$ cat src/rtl/sdrc_mp_arb.sv
// Multi-port SDRAM request arbiter: picks one channel request at a time, forwards it to the
// single app port, and routes write/read data beats back using per-direction tag FIFOs.
module sdrc_mp_arb #(
  parameter int unsigned NCH    = 4,
  parameter int unsigned APP_AW = 26,
  parameter int unsigned APP_DW = 32,
  parameter int unsigned APP_BW = 4,
  parameter int unsigned BL     = 9,
  parameter int unsigned TDEPTH = 4
) (
  input  logic                     sdram_clk,
  input  logic                     sdram_resetn,
  input  logic                     cfg_arb_mode,
  input  logic [NCH-1:0]           ch_req,
  input  logic [NCH*APP_AW-1:0]    ch_req_addr,
  input  logic [NCH*BL-1:0]        ch_req_len,
  input  logic [NCH-1:0]           ch_req_wr_n,
  output logic [NCH-1:0]           ch_req_ack,
  input  logic [NCH*APP_DW-1:0]    ch_wr_data,
  input  logic [NCH*APP_BW-1:0]    ch_wr_en_n,
  output logic [NCH-1:0]           ch_wr_next,
  output logic [APP_DW-1:0]        ch_rd_data,
  output logic [NCH-1:0]           ch_rd_valid,
  output logic [NCH-1:0]           ch_last_rd,
  output logic                     app_req,
  output logic [APP_AW-1:0]        app_req_addr,
  output logic [BL-1:0]            app_req_len,
  output logic                     app_req_wr_n,
  input  logic                     app_req_ack,
  output logic [APP_DW-1:0]        app_wr_data,
  output logic [APP_BW-1:0]        app_wr_en_n,
  input  logic                     app_wr_next_req,
  input  logic                     app_last_wr,
  input  logic [APP_DW-1:0]        app_rd_data,
  input  logic                     app_rd_valid,
  input  logic                     app_last_rd,
  output logic                     err_orphan
);

  localparam int unsigned IDX_W  = (NCH > 1) ? $clog2(NCH) : 1;
  localparam int unsigned PTR_AW = (TDEPTH > 1) ? $clog2(TDEPTH) : 1;
  localparam int unsigned PTR_W  = PTR_AW + 1;

  typedef enum logic {S_IDLE, S_REQ} state_e;

  state_e               state_q, state_d;
  logic [IDX_W-1:0]     win_q, win_sel, rr_ptr_q, rr_ptr_d;
  logic [APP_AW-1:0]    addr_q;
  logic [BL-1:0]        len_q;
  logic                 wr_n_q;
  logic                 err_q, err_d;
  logic [NCH-1:0]       elig;
  logic                 found;
  int unsigned          idx;
  logic                 push_rd, push_wr, pop_rd, pop_wr;

  logic [PTR_W-1:0]     rd_wp_q, rd_rp_q, wr_wp_q, wr_rp_q;
  logic [IDX_W-1:0]     rd_mem_q [TDEPTH];
  logic [IDX_W-1:0]     wr_mem_q [TDEPTH];
  logic                 rd_empty, rd_full, wr_empty, wr_full;
  logic [IDX_W-1:0]     rd_head, wr_head;

  assign rd_empty = (rd_wp_q == rd_rp_q);
  assign wr_empty = (wr_wp_q == wr_rp_q);
  assign rd_full  = (rd_wp_q[PTR_W-1] != rd_rp_q[PTR_W-1]) &&
                    (rd_wp_q[PTR_AW-1:0] == rd_rp_q[PTR_AW-1:0]);
  assign wr_full  = (wr_wp_q[PTR_W-1] != wr_rp_q[PTR_W-1]) &&
                    (wr_wp_q[PTR_AW-1:0] == wr_rp_q[PTR_AW-1:0]);
  assign rd_head  = rd_mem_q[rd_rp_q[PTR_AW-1:0]];
  assign wr_head  = wr_mem_q[wr_rp_q[PTR_AW-1:0]];

  // A channel competes only if its direction's tag FIFO has room; scan starts at 0 or rr_ptr.
  always_comb begin
    elig    = '0;
    found   = 1'b0;
    win_sel = '0;
    idx     = 0;
    for (int unsigned i = 0; i < NCH; i++)
      elig[i] = ch_req[i] & (ch_req_wr_n[i] ? ~rd_full : ~wr_full);
    for (int unsigned k = 0; k < NCH; k++) begin
      idx = cfg_arb_mode ? ((32'(rr_ptr_q) + k) % NCH) : k;
      if (!found && elig[IDX_W'(idx)]) begin
        found   = 1'b1;
        win_sel = IDX_W'(idx);
      end
    end
  end

  always_ff @(posedge sdram_clk) begin
    if (!sdram_resetn) state_q <= S_IDLE;
    else               state_q <= state_d;
  end

  always_comb begin
    state_d = state_q;
    case (state_q)
      S_IDLE:  if (found) state_d = S_REQ;
      S_REQ:   if (app_req_ack) state_d = S_IDLE;
      default: state_d = S_IDLE;
    endcase
  end

  always_comb begin
    app_req    = 1'b0;
    ch_req_ack = '0;
    push_rd    = 1'b0;
    push_wr    = 1'b0;
    if (state_q == S_REQ) begin
      app_req = 1'b1;
      if (app_req_ack) begin
        ch_req_ack[win_q] = 1'b1;
        push_rd           = wr_n_q;
        push_wr           = ~wr_n_q;
      end
    end
  end

  assign app_req_addr = addr_q;
  assign app_req_len  = len_q;
  assign app_req_wr_n = wr_n_q;
  assign err_orphan   = err_q;

  // Data routing follows the FIFO heads; beats with no outstanding tag go nowhere.
  always_comb begin
    app_wr_data = '0;
    app_wr_en_n = '1;
    ch_wr_next  = '0;
    ch_rd_valid = '0;
    ch_last_rd  = '0;
    ch_rd_data  = app_rd_data;
    if (!wr_empty) begin
      app_wr_data         = ch_wr_data[wr_head*APP_DW +: APP_DW];
      app_wr_en_n         = ch_wr_en_n[wr_head*APP_BW +: APP_BW];
      ch_wr_next[wr_head] = app_wr_next_req;
    end
    if (!rd_empty) begin
      ch_rd_valid[rd_head] = app_rd_valid;
      ch_last_rd[rd_head]  = app_last_rd;
    end
  end

  assign pop_wr   = app_last_wr & ~wr_empty;
  assign pop_rd   = app_rd_valid & app_last_rd & ~rd_empty;
  assign err_d    = err_q | (app_rd_valid & rd_empty) | (app_last_wr & wr_empty);
  assign rr_ptr_d = (win_q == IDX_W'(NCH - 1)) ? '0 : IDX_W'(win_q + IDX_W'(1));

  always_ff @(posedge sdram_clk) begin
    if (!sdram_resetn) begin
      win_q    <= '0;
      addr_q   <= '0;
      len_q    <= '0;
      wr_n_q   <= 1'b1;
      rr_ptr_q <= '0;
      rd_wp_q  <= '0;
      rd_rp_q  <= '0;
      wr_wp_q  <= '0;
      wr_rp_q  <= '0;
      err_q    <= 1'b0;
    end else begin
      if (state_q == S_IDLE && found) begin
        win_q  <= win_sel;
        addr_q <= ch_req_addr[win_sel*APP_AW +: APP_AW];
        len_q  <= ch_req_len[win_sel*BL +: BL];
        wr_n_q <= ch_req_wr_n[win_sel];
      end
      if (push_rd || push_wr) rr_ptr_q <= rr_ptr_d;
      if (push_rd) rd_wp_q <= rd_wp_q + PTR_W'(1);
      if (push_wr) wr_wp_q <= wr_wp_q + PTR_W'(1);
      if (pop_rd)  rd_rp_q <= rd_rp_q + PTR_W'(1);
      if (pop_wr)  wr_rp_q <= wr_rp_q + PTR_W'(1);
      err_q <= err_d;
    end
  end

  // Tag storage needs no reset: the pointers define which entries are live.
  always_ff @(posedge sdram_clk) begin
    if (push_rd) rd_mem_q[rd_wp_q[PTR_AW-1:0]] <= win_q;
    if (push_wr) wr_mem_q[wr_wp_q[PTR_AW-1:0]] <= win_q;
  end

endmodule
$ cat config.mk
export PLATFORM = sky130hd
export DESIGN_NAME = sdrc_mp_arb
export DESIGN_NICKNAME = d
export VERILOG_FILES = /design/src/rtl/sdrc_mp_arb.sv
export SDC_FILE = /design/constraint.sdc
export NUM_CORES = 1
export LEC_CHECK = 0
export ABC_AREA = 0
export BUFFER_PORTS_ARGS = -buffer_cell sky130_fd_sc_hd__buf_2
export CAP_MARGIN = 20
export CORE_AREA = 5 5 174 176
export DETAILED_ROUTE_END_ITERATION = 16
export DIE_AREA = 0 0 179 181
export GPL_ROUTABILITY_DRIVEN = 0
export PLACE_DENSITY_LB_ADDON = 0.12
export SETUP_SLACK_MARGIN = 0.02
export SKIP_LAST_GASP = 1
export SLEW_MARGIN = 25
export SYNTH_ARGS = -nofsm -noshare
export SYNTH_HDL_FRONTEND = slang
export SYNTH_SLANG_ARGS = --single-unit
$ cat constraint.sdc
create_clock -name sdram_clk -period 2.6 [get_ports sdram_clk]
set_input_delay 0.39 -clock sdram_clk [delete_from_list [all_inputs] [get_ports sdram_clk]]
set_output_delay 0.39 -clock sdram_clk [all_outputs]
set_load 0.01 [all_outputs]
=== Yosys cells after proc, flatten, opt, wreduce, memory -nomap -nowiden ===
Memories as Yosys holds them, arrays and structs flattened. A register that Yosys moved wholly into a read port is not among the register bits.
Index checks and enable logic that the tools add are counted.

* Add/sub/neg operators: 8
* Multiply operators: 2
* $lt $le $gt $ge: 11
* Equal/unequal tests: 7
* Shift operators: 4
* Muxes and demuxes: 56
* Bitwise operators: 20
* Reductions and logical operators: 13

{| class="wikitable"
|+ Operators by type and width
! kind !! number
|-
| indexed part select 128 x 8 -> 32 bit || 1
|-
| indexed part select 104 x 8 -> 26 bit || 1
|-
| indexed part select 36 x 7 -> 9 bit || 1
|-
| 2-to-1 mux 32 bit || 1
|-
| 2-to-1 mux 1 bit || 27
|-
| 2-to-1 mux 2 bit || 13
|-
| < comparator 2 x 3 -> 1 bit (second input constant) || 8
|-
| 2-to-1 mux 4 bit || 6
|-
| indexed part select 16 x 5 -> 4 bit || 1
|-
| adder 3 x 1 -> 3 bit (second input constant) || 4
|-
| AND 4 bit || 3
|-
| multiplier 2 x 4 -> 6 bit (second input constant) || 2
|-
| binary-select mux 1 bit (select 2 bit) || 5
|-
| AND 1 bit || 9
|-
| logical AND 1 bit || 9
|-
| demux 1 bit (select 2 bit) || 3
|-
| == test 3 bit || 2
|-
| >= comparator 2 x 1 -> 1 bit (second input constant) || 3
|-
| inverter 1 bit || 6
|-
| adder 2 x 1 -> 2 bit (second input constant) || 2
|-
| adder 2 bit (second input constant) || 2
|-
| == test 2 bit || 2
|-
| zero test 1 bit || 3
|-
| == test 2 bit (second input constant) || 1
|-
| 4 further kinds || 6
|}

* Bits in registers: 54
* Memory bits (writable): 16
* Input port bits: 332
* Output and inout bits: 122
* Word-level logic and storage cells: 134
* Memories: 2

{| class="wikitable"
|+ Memories
! memory !! depth !! bits a word !! read ports !! clocked after Yosys merged registers in !! wr ports !! line !! source
|-
| rd_mem_q || 4 || 2 || 1 || 1 || 1 || 58 || <nowiki>logic [IDX_W-1:0] rd_mem_q [TDEPTH];</nowiki>
|-
| wr_mem_q || 4 || 2 || 1 || 1 || 1 || 59 || <nowiki>logic [IDX_W-1:0] wr_mem_q [TDEPTH];</nowiki>
|}

=== Logic depth before layout (Yosys ltp) ===
Gate-level depths: netlist (run 1).

* Depth in word-level cells: 19
* Mapped depth: 12
* Depth with buffers taken out: 9

=== Worst setup path after synthesis (run 1) ===
Ideal clock, no wire load.

* Path kind: reg-to-reg
* Start: reg wr_rp_q[2]
* End: reg wr_n_q (netlist: app_req_wr_n)
* Library setup time: 120 ps
* Arrival time: 2705 ps
* Data required time: 2480 ps
* Path slack: -225 ps
* Stages on the path, launching flop included: 10
* Path buffers: 0
* Period minus slack after synthesis: 2825 ps
* Cell sequence: dfxtp_1 -> xnor2_1 -> or4_4 -> and3_4 -> nor3_2 -> a2bb2oi_2 -> a211oi_2 -> nor3_2 -> mux4_2 -> a211o_1

* Longest elaborated chain between the ends: 19
* Elaborated cells on any way between the ends: 36
* Those cells by class: eq/ne (1); mux (22); bitwise (5); reduce/logical (8)

{| class="wikitable"
|+ Ends and longest elaborated chain
! what !! line !! source
|-
| from (decl) || 57 || <nowiki>logic [PTR_W-1:0] rd_wp_q, rd_rp_q, wr_wp_q, wr_rp_q;</nowiki>
|-
| from (signal assigned) || 170 || <nowiki>if (pop_wr) wr_rp_q <= wr_rp_q + PTR_W'(1);</nowiki>
|-
| != test 1 bit (*) || 67 || <nowiki>assign wr_full = (wr_wp_q[PTR_W-1] != wr_rp_q[PTR_W-1]) &&</nowiki>
|-
| logical AND 1 bit (*) || 67 ||
|-
| inverter 1 bit (*) || 79 || <nowiki>elig[i] = ch_req[i] & (ch_req_wr_n[i] ? ~rd_full : ~wr_full);</nowiki>
|-
| 2-to-1 mux 1 bit || 79 ||
|-
| AND 1 bit || 79 ||
|-
| binary-select mux 1 bit (select 2 bit) || 82 || <nowiki>if (!found && elig[IDX_W'(idx)]) begin</nowiki>
|-
| 2-to-1 mux 1 bit (implied by the code) || 82 ||
|-
| 2-to-1 mux 1 bit || 82 ||
|-
| [... 3 more ...] || - ||
|-
| zero test 1 bit || 82 ||
|-
| logical AND 1 bit || 82 ||
|-
| 2-to-1 mux 1 bit || 82 ||
|-
| zero test 1 bit || 82 ||
|-
| logical AND 1 bit || 82 ||
|-
| 2-to-1 mux 2 bit || 82 ||
|-
| binary-select mux 1 bit (select 2 bit) || 164 || <nowiki>wr_n_q <= ch_req_wr_n[win_sel];</nowiki>
|-
| 2-to-1 mux 1 bit (implied by the code) || 164 ||
|-
| to (signal assigned) || 164 ||
|-
| to (decl) || 50 || <nowiki>logic wr_n_q;</nowiki>
|}

Every way passes the cells marked *; elsewhere a longest branch is shown, timed or not. The select of a mux whose other input is x is not followed.
A chain may end at the register's enable or synchronous reset.

=== Final worst setup path (run 1) ===
* Start: reg wr_rp_q[1]
* End: reg wr_n_q (netlist: app_req_wr_n)

* Longest elaborated chain between the ends: 19
* Elaborated cells on any way between the ends: 36
* Those cells by class: eq/ne (1); mux (22); bitwise (5); reduce/logical (8)

{| class="wikitable"
|+ Ends and longest elaborated chain
! what !! line !! source
|-
| == test 2 bit (*) || 68 || <nowiki>(wr_wp_q[PTR_AW-1:0] == wr_rp_q[PTR_AW-1:0]);</nowiki>
|-
| logical AND 1 bit (*) || 67 ||
|-
| inverter 1 bit (*) || 79 ||
|-
| 2-to-1 mux 1 bit || 79 ||
|-
| AND 1 bit || 79 ||
|-
| binary-select mux 1 bit (select 2 bit) || 82 ||
|-
| 2-to-1 mux 1 bit (implied by the code) || 82 ||
|-
| 2-to-1 mux 1 bit || 82 ||
|-
| [... 3 more ...] || - ||
|-
| zero test 1 bit || 82 ||
|-
| logical AND 1 bit || 82 ||
|-
| 2-to-1 mux 1 bit || 82 ||
|-
| zero test 1 bit || 82 ||
|-
| logical AND 1 bit || 82 ||
|-
| 2-to-1 mux 2 bit || 82 ||
|-
| binary-select mux 1 bit (select 2 bit) || 164 ||
|-
| 2-to-1 mux 1 bit (implied by the code) || 164 ||
|}

Marked as above.

==> flow_summary.ini, run 1 <==
[sta]
final_hold_viol_count = 0
finalCriticalPeriod_ns = 2.83
setup_viol = 68
fmax_ghz = 0.353
fin_crit_sh_pct = 109
hold_slack_ns = 0.279
worst_clock_skew_ns = 0.0134
drv_slew = 0
setup_slack_ns = -0.230
relSlewSlack_pct = 65.9
worst_pin_slew_ns = 0.509
setup_tns_ns = -7.28
rsz0062_at_grt = yes

[place]
dp_hpwl_microns = 19500
post-place-ws_ns = -0.327
portBuffers = 389

[power]
powerDensity_nw_per_um2 = 412
power.total_mw = 4.09
vdd_ir_drop_max_mv = 0.237
p_leak_nw = 4.54

[critical_path]
critPathSlowestCell = or4_4
cp_cell_sequence = xor2_4, or4_4, and3_4, nor3_4, a2bb2oi_2, a211oi_2, nor3_2, mux4_2, a211o_1
cp.arrival_ns = 3.06
worstSetupStartpointType = register
worstSetupStartpoint = wr_rp_q[1]
cp_max_fo = 5
endpoint = app_req_wr_n
cp_top_family = simple AND/OR/NAND/NOR gates
cp_num_cells = 9
r2r-end = app_req_wr_n
r2r.worst_path.cells = 9
r2r_slack_ns = -0.23
r2r-start = wr_rp_q[1]
worstPathRequired_ns = 2.83
crit_buf_inv = 0
path_class = reg2reg
slowest_delay_ns = 0.53
crit_path_end_kind = register

[route]
vias_per_cell = 4.41
wl_microns = 26300
first_iter_violations = 199
drcViolationCount = 0
dr.pass1.iters = 4
routedWlPerCell_microns = 19.2
vias = 6042
antenna_left = 0

[clocking]
clk_latency_ns = 0.34
clock_path_buffers = 2
htreeDepth = 3
cts_root_buf = clkbuf_16
ctsHoldBuffers = 0
clock-sinks = 74
cts.clk_slew.worst_paths_ns = 0.06
cts_tree = built
cts_buffers = 9

[layout]
area_growth_pct = 72.0
n_antenna_cell = 0
drive_above_1_share_pct = 68.2
multi_input_area_sq_um = 4190
seq_area_sq_um = 1670
filler_cell_count = 2942
fin_nets = 1326
final_common_cell = buf_2
mostFrequentLayoutCells = buf_2 (366), nand2_1 (68), dfxtp_1 (51)

[synthesis]
synthArstFlopShare_pct = 0
synth_cell_type_count = 55
synth_flop_cell = dfxtp_1
synth_area_sq_um = 5770
synthCells = 564
ys_seq_elements = 74
avgSynthCellArea_sq_um = 10.2
yosysWarningCount = 0
synth_nets = 910
synth_edf_count = 16
ys_seq_area_share_pct = 28.4

[outcome]
status = finished, violations left
violations = setup timing

[flow_run]
cap_violations = 0

[floorplan]
dieArea_sq_um = 32400
initial_core_util_pct = 20.3
coreArea_sq_um = 28500
die_h_microns = 181
dieWidth_microns = 179
ios = 454
rows = 62

[global_route]
grt_pass1_vias = 6283
grt_max_degree = 45
antenna_found_initial = 0
track_usage_pct = 14.6
grt-ovfl-total = 0
grt_pass1_wl_microns = 36500

[min_path]
hold_path_class = in2reg
-- Yosys cell counts (3+ instances only) --
library cell | instances | area [sq um]
mux2i_1 | 75 | 751
nand2_1 | 70 | 263
dfxtp_1 | 58 | 1160
and2_1 | 40 | 250
buf_4 | 37 | 278
mux4_2 | 37 | 833
nor2_1 | 33 | 124
o221ai_2 | 30 | 450
clkbuf_1 | 18 | 67.6
edfxtp_1 | 16 | 480
ha_1 | 14 | 175
inv_1 | 12 | 45.0
and3_1 | 9 | 56.3
buf_2 | 9 | 45.0
a21oi_1 | 8 | 40.0
o21ai_0 | 8 | 40.0
xnor2_1 | 8 | 70.1
nand3_1 | 7 | 35.0
xor2_1 | 7 | 61.3
buf_1 | 5 | 18.8
o221ai_1 | 5 | 43.8
mux2_2 | 4 | 45.0
nor3_1 | 4 | 20.0
a211oi_1 | 3 | 22.5
a221oi_1 | 3 | 26.3
a31oi_1 | 3 | 18.8
buf_6 | 3 | 33.8
nand4_1 | 3 | 18.8
nor4_1 | 3 | 18.8
-- where the power goes --
group / leakage, nW / internal (mW) / switching, mW
sequential: 0.637 / 1.25 / 0.0601
clock: 0.132 / 0.641 / 0.516
combinational: 3.78 / 0.915 / 0.707
-- layout make-up --
class                   count  area share (%)
clock buffers              10            2.31
well taps                 384            4.84
flip-flops and latches     74            16.8
clock inverters             6           0.340
multi-input cells         406            42.2
repair buffers            477            33.1
inverters                  12           0.454
-- per-stage QoR --
step | utilization, % | cell area (sq um) | std cells
after floorplan | - | 5880 | 564
after global placement | 29.5 | 8410 | 1324
after detailed placement | 29.5 | 8410 | 1324
after CTS | 32.2 | 9160 | 1357
after global routing | 34.9 | 9930 | 1369
final | 34.9 | 9930 | 1369
-- state kept, by name, summed over array words and instances (netlist names), named ones only --
name,flops
app_req_addr,26
err_orphan,1
state_q,1
rr_ptr_q,2
app_req_len,9
wr_rp_q,3
rd_mem_q,8
wr_wp_q,3
app_req_wr_n,1
rd_rp_q,3
win_q,2
rd_wp_q,3
wr_mem_q,8
-- worst reg2reg max path: stages, from the launching register on --
cell and delay [ns]:
dfxtp_4 0.36, xor2_4 0.20, or4_4 0.53, and3_4 0.20, nor3_4 0.16, a2bb2oi_2 0.15, a211oi_2 0.09, nor3_2 0.23
mux4_2 0.53, a211o_1 0.26
-- metal layers --
metal | share of wire (%) | vias up | track usage, % | routed length (microns)
met5 | 0 | - | 0 | 0
met4 | 1.8 | 0 | 3.90 | 465
met3 | 8.2 | 21 | 3.97 | 2160
met2 | 47 | 264 | 23.2 | 12400
met1 | 43 | 2857 | 19.6 | 11300
li1 | - | 2900 | - | -
-- repair_timing --
action	in CTS	in global routing
buffers inserted	9	3
pin swaps	38	30
gates resized for setup	60	113
cloned	8	10
endpoints found under the setup margin	70	76
-- cell families (layout without fill, tap and decap cells) --
group                    count (synthesis)  count (layout)  share of synthesized area, %
AO/OA/AOI/OAI                           74              74                          13.5
buffers and inverters                   84             505                          8.45
multiplexers                           116             116                          28.2
AND/OR/NAND/NOR                        187             187                          16.1
XOR/XNOR                                15              15                          2.28
adder cells (fa/ha/maj)                 14              14                          3.03
flip-flops                              74              74                          28.4
-- worst min-delay path by stage --
stage	start	to	cells past startpoint
2_1_floorplan	rd_rp_q[1]	register	2
3_3_place_gp	err_orphan	err_orphan	1
3_5_place_dp	app_req_addr[24]	app_req_addr[24]	2
4_1_cts	sdram_resetn	err_orphan	2
5_1_grt	sdram_resetn	err_orphan	2
6_report	sdram_resetn	err_orphan	2
Note: power is estimated with default switching activity, not from simulation.
==> run 2: changes to the inputs <==
- GPL_TIMING_DRIVEN: not set -> 0
- SETUP_SLACK_MARGIN: 0.02 -> not set
- TNS_END_PERCENT: not set -> 10
==> run 2 against run 1 <==
The run still ends with setup timing left; total power up 0.46%; worst setup slack worse by 0.12 ns; sequential power about the same; clock skew rose by 0.00080 ns; sequential cell count stayed put; largest power group unchanged; highest routed layer unchanged.
==> flow_summary.ini, run 2 (synthesized netlist as in run 1, its figures left out) <==
[critical_path]
worstSetupStartpointType = register
cp_num_cells = 12
path_class = reg2reg
slowest_delay_ns = 0.59
cp_top_family = simple AND/OR/NAND/NOR gates
worstPathRequired_ns = 2.86
cp.arrival_ns = 3.21
cp_max_fo = 10
critPathSlowestCell = or4_4
crit_path_end_kind = register
crit_buf_inv = 3
r2r.worst_path.cells = 12
cp_cell_sequence = xnor2_4, or4_4, and3_4, o22ai_2, o211ai_1, a211oi_2, nor3_2, buf_4, or2_1, buf_6, buf_4, o221ai_2
crit_path_frequent_cell = buf_4

[sta]
fmax_ghz = 0.339
worst_clock_skew_ns = 0.0142
setup_slack_ns = -0.346
relSlewSlack_pct = 56.7
hold_slack_ns = 0.270
setup_tns_ns = -11.21
fin_crit_sh_pct = 113
worst_pin_slew_ns = 0.649
rsz0062_at_grt = yes
setup_viol = 55
drv_slew = 0
final_hold_viol_count = 0
finalCriticalPeriod_ns = 2.95

[route]
dr.pass1.iters = 4
first_iter_violations = 212
drcViolationCount = 0
routedWlPerCell_microns = 19.2
antenna_left = 0
wl_microns = 27000
vias_per_cell = 4.35
vias = 6119

[clocking]
cts.clk_slew.worst_paths_ns = 0.06
clock-sinks = 74
clock_path_buffers = 2
cts_root_buf = clkbuf_16
cts_buffers = 9
htreeDepth = 3
cts_tree = built
ctsHoldBuffers = 0
clk_latency_ns = 0.34

[power]
p_leak_nw = 4.58
powerDensity_nw_per_um2 = 435
vdd_ir_drop_max_mv = 0.332

[layout]
mostFrequentLayoutCells = buf_2 (426), nand2_1 (69), mux2i_1 (60)
fin_nets = 1361
filler_cell_count = 2985
area_growth_pct = 63.7
largest_reg_flops = 26
final_common_cell = buf_2
drive_above_1_share_pct = 63.3

[floorplan]
coreArea_sq_um = 28500
die_h_microns = 181
ios = 454
initial_core_util_pct = 20.3
dieArea_sq_um = 32400
rows = 62
dieWidth_microns = 179

[global_route]
grt_max_degree = 14
grt-ovfl-total = 0
grt_pass1_wl_microns = 39400
track_usage_pct = 16.0
grt_pass1_vias = 6475
antenna_found_initial = 2

[outcome]
status = finished, violations left
violations = setup timing

[min_path]
hold_path_class = in2reg
hold_depth = 2

[place]
portBuffers = 421
dp_hpwl_microns = 22300

[flow_run]
cap_violations = 0
## run 2: cell types whose count changed in the layout (fill, tap and decap cells not counted), sizes merged
cell,change
buf,+31
bufbuf,-1
bufinv,+2
clkbuf,+5
clkinv,-1
diode,+2
inv,-1
## run 2: path summary, 6_finish.rpt
kind	start	to	slack (ns)
worst min register to register	err_orphan	err_orphan	0.46
worst max-delay path	wr_wp_q[2]	app_req_addr[22]	-0.35
worst max register to register	wr_wp_q[2]	app_req_addr[22]	-0.35
worst min-delay path	sdram_resetn	err_orphan	0.27
## run 2: what timing repair did
action                                  in CTS  in global routing
setup buffers                               14                  5
resized for setup                           91                 30
endpoints found under the hold margin        0                  0
pin swaps                                   16                  7
cloned                                       3                  0
endpoints found under the setup margin      77                 78
## run 2: per-layer routing
metal	share of wire, %	vias up	wire, microns	track usage [%]
li1	-	2965	-	-
met1	42	2838	11500	20.4
met2	48	285	13000	26.6
met3	8.1	31	2190	4.95
met4	1.3	0	340	3.22
met5	0	-	0	0
## run 2: through the flow
step                instances  utilization (%)  power, mW  setup WS [ns]  instance area (sq um)
finish                   1406             33.2       4.11         -0.346                   9450
global route             1406             33.2       4.35         -0.441                   9450
CTS                      1401             32.5       4.15         -0.334                   9260
detailed placement       1369             29.6       2.63          -1.09                   8440
global placement         1369             29.6       2.63          -1.05                   8440
floorplan                 564                -       2.05         -0.127                   5850
## run 2: worst reg2reg max path, cell delays in order, from the launching register on
cell and delay, ns:
dfxtp_4 0.36, xnor2_4 0.18, or4_4 0.59, and3_4 0.20, o22ai_2 0.10, o211ai_1 0.13
a211oi_2 0.30, nor3_2 0.09, buf_4 0.14, or2_1 0.22, buf_6 0.16, buf_4 0.21
o221ai_2 0.20
## run 2: layout make-up
type	count	area (sq um)	area share (%)
Clock buffer	10	239	2.53
Clock inverter	6	80.1	0.848
Tap cell	384	480	5.09
Buffer	69	591	6.25
Multi-Input combinational cell	406	3970	42.0
Inverter	12	45.0	0.477
Antenna cell	2	5.00	0.0530
Timing Repair Buffer	443	2370	25.1
Sequential cell	74	1670	17.7
## run 2: power breakdown
part	switching, mW	internal (mW)	leakage, nW	total (mW)
Combinational	0.681	0.748	3.79	1.43
Clock	0.501	0.859	0.154	1.36
Sequential	0.0678	1.26	0.639	1.32
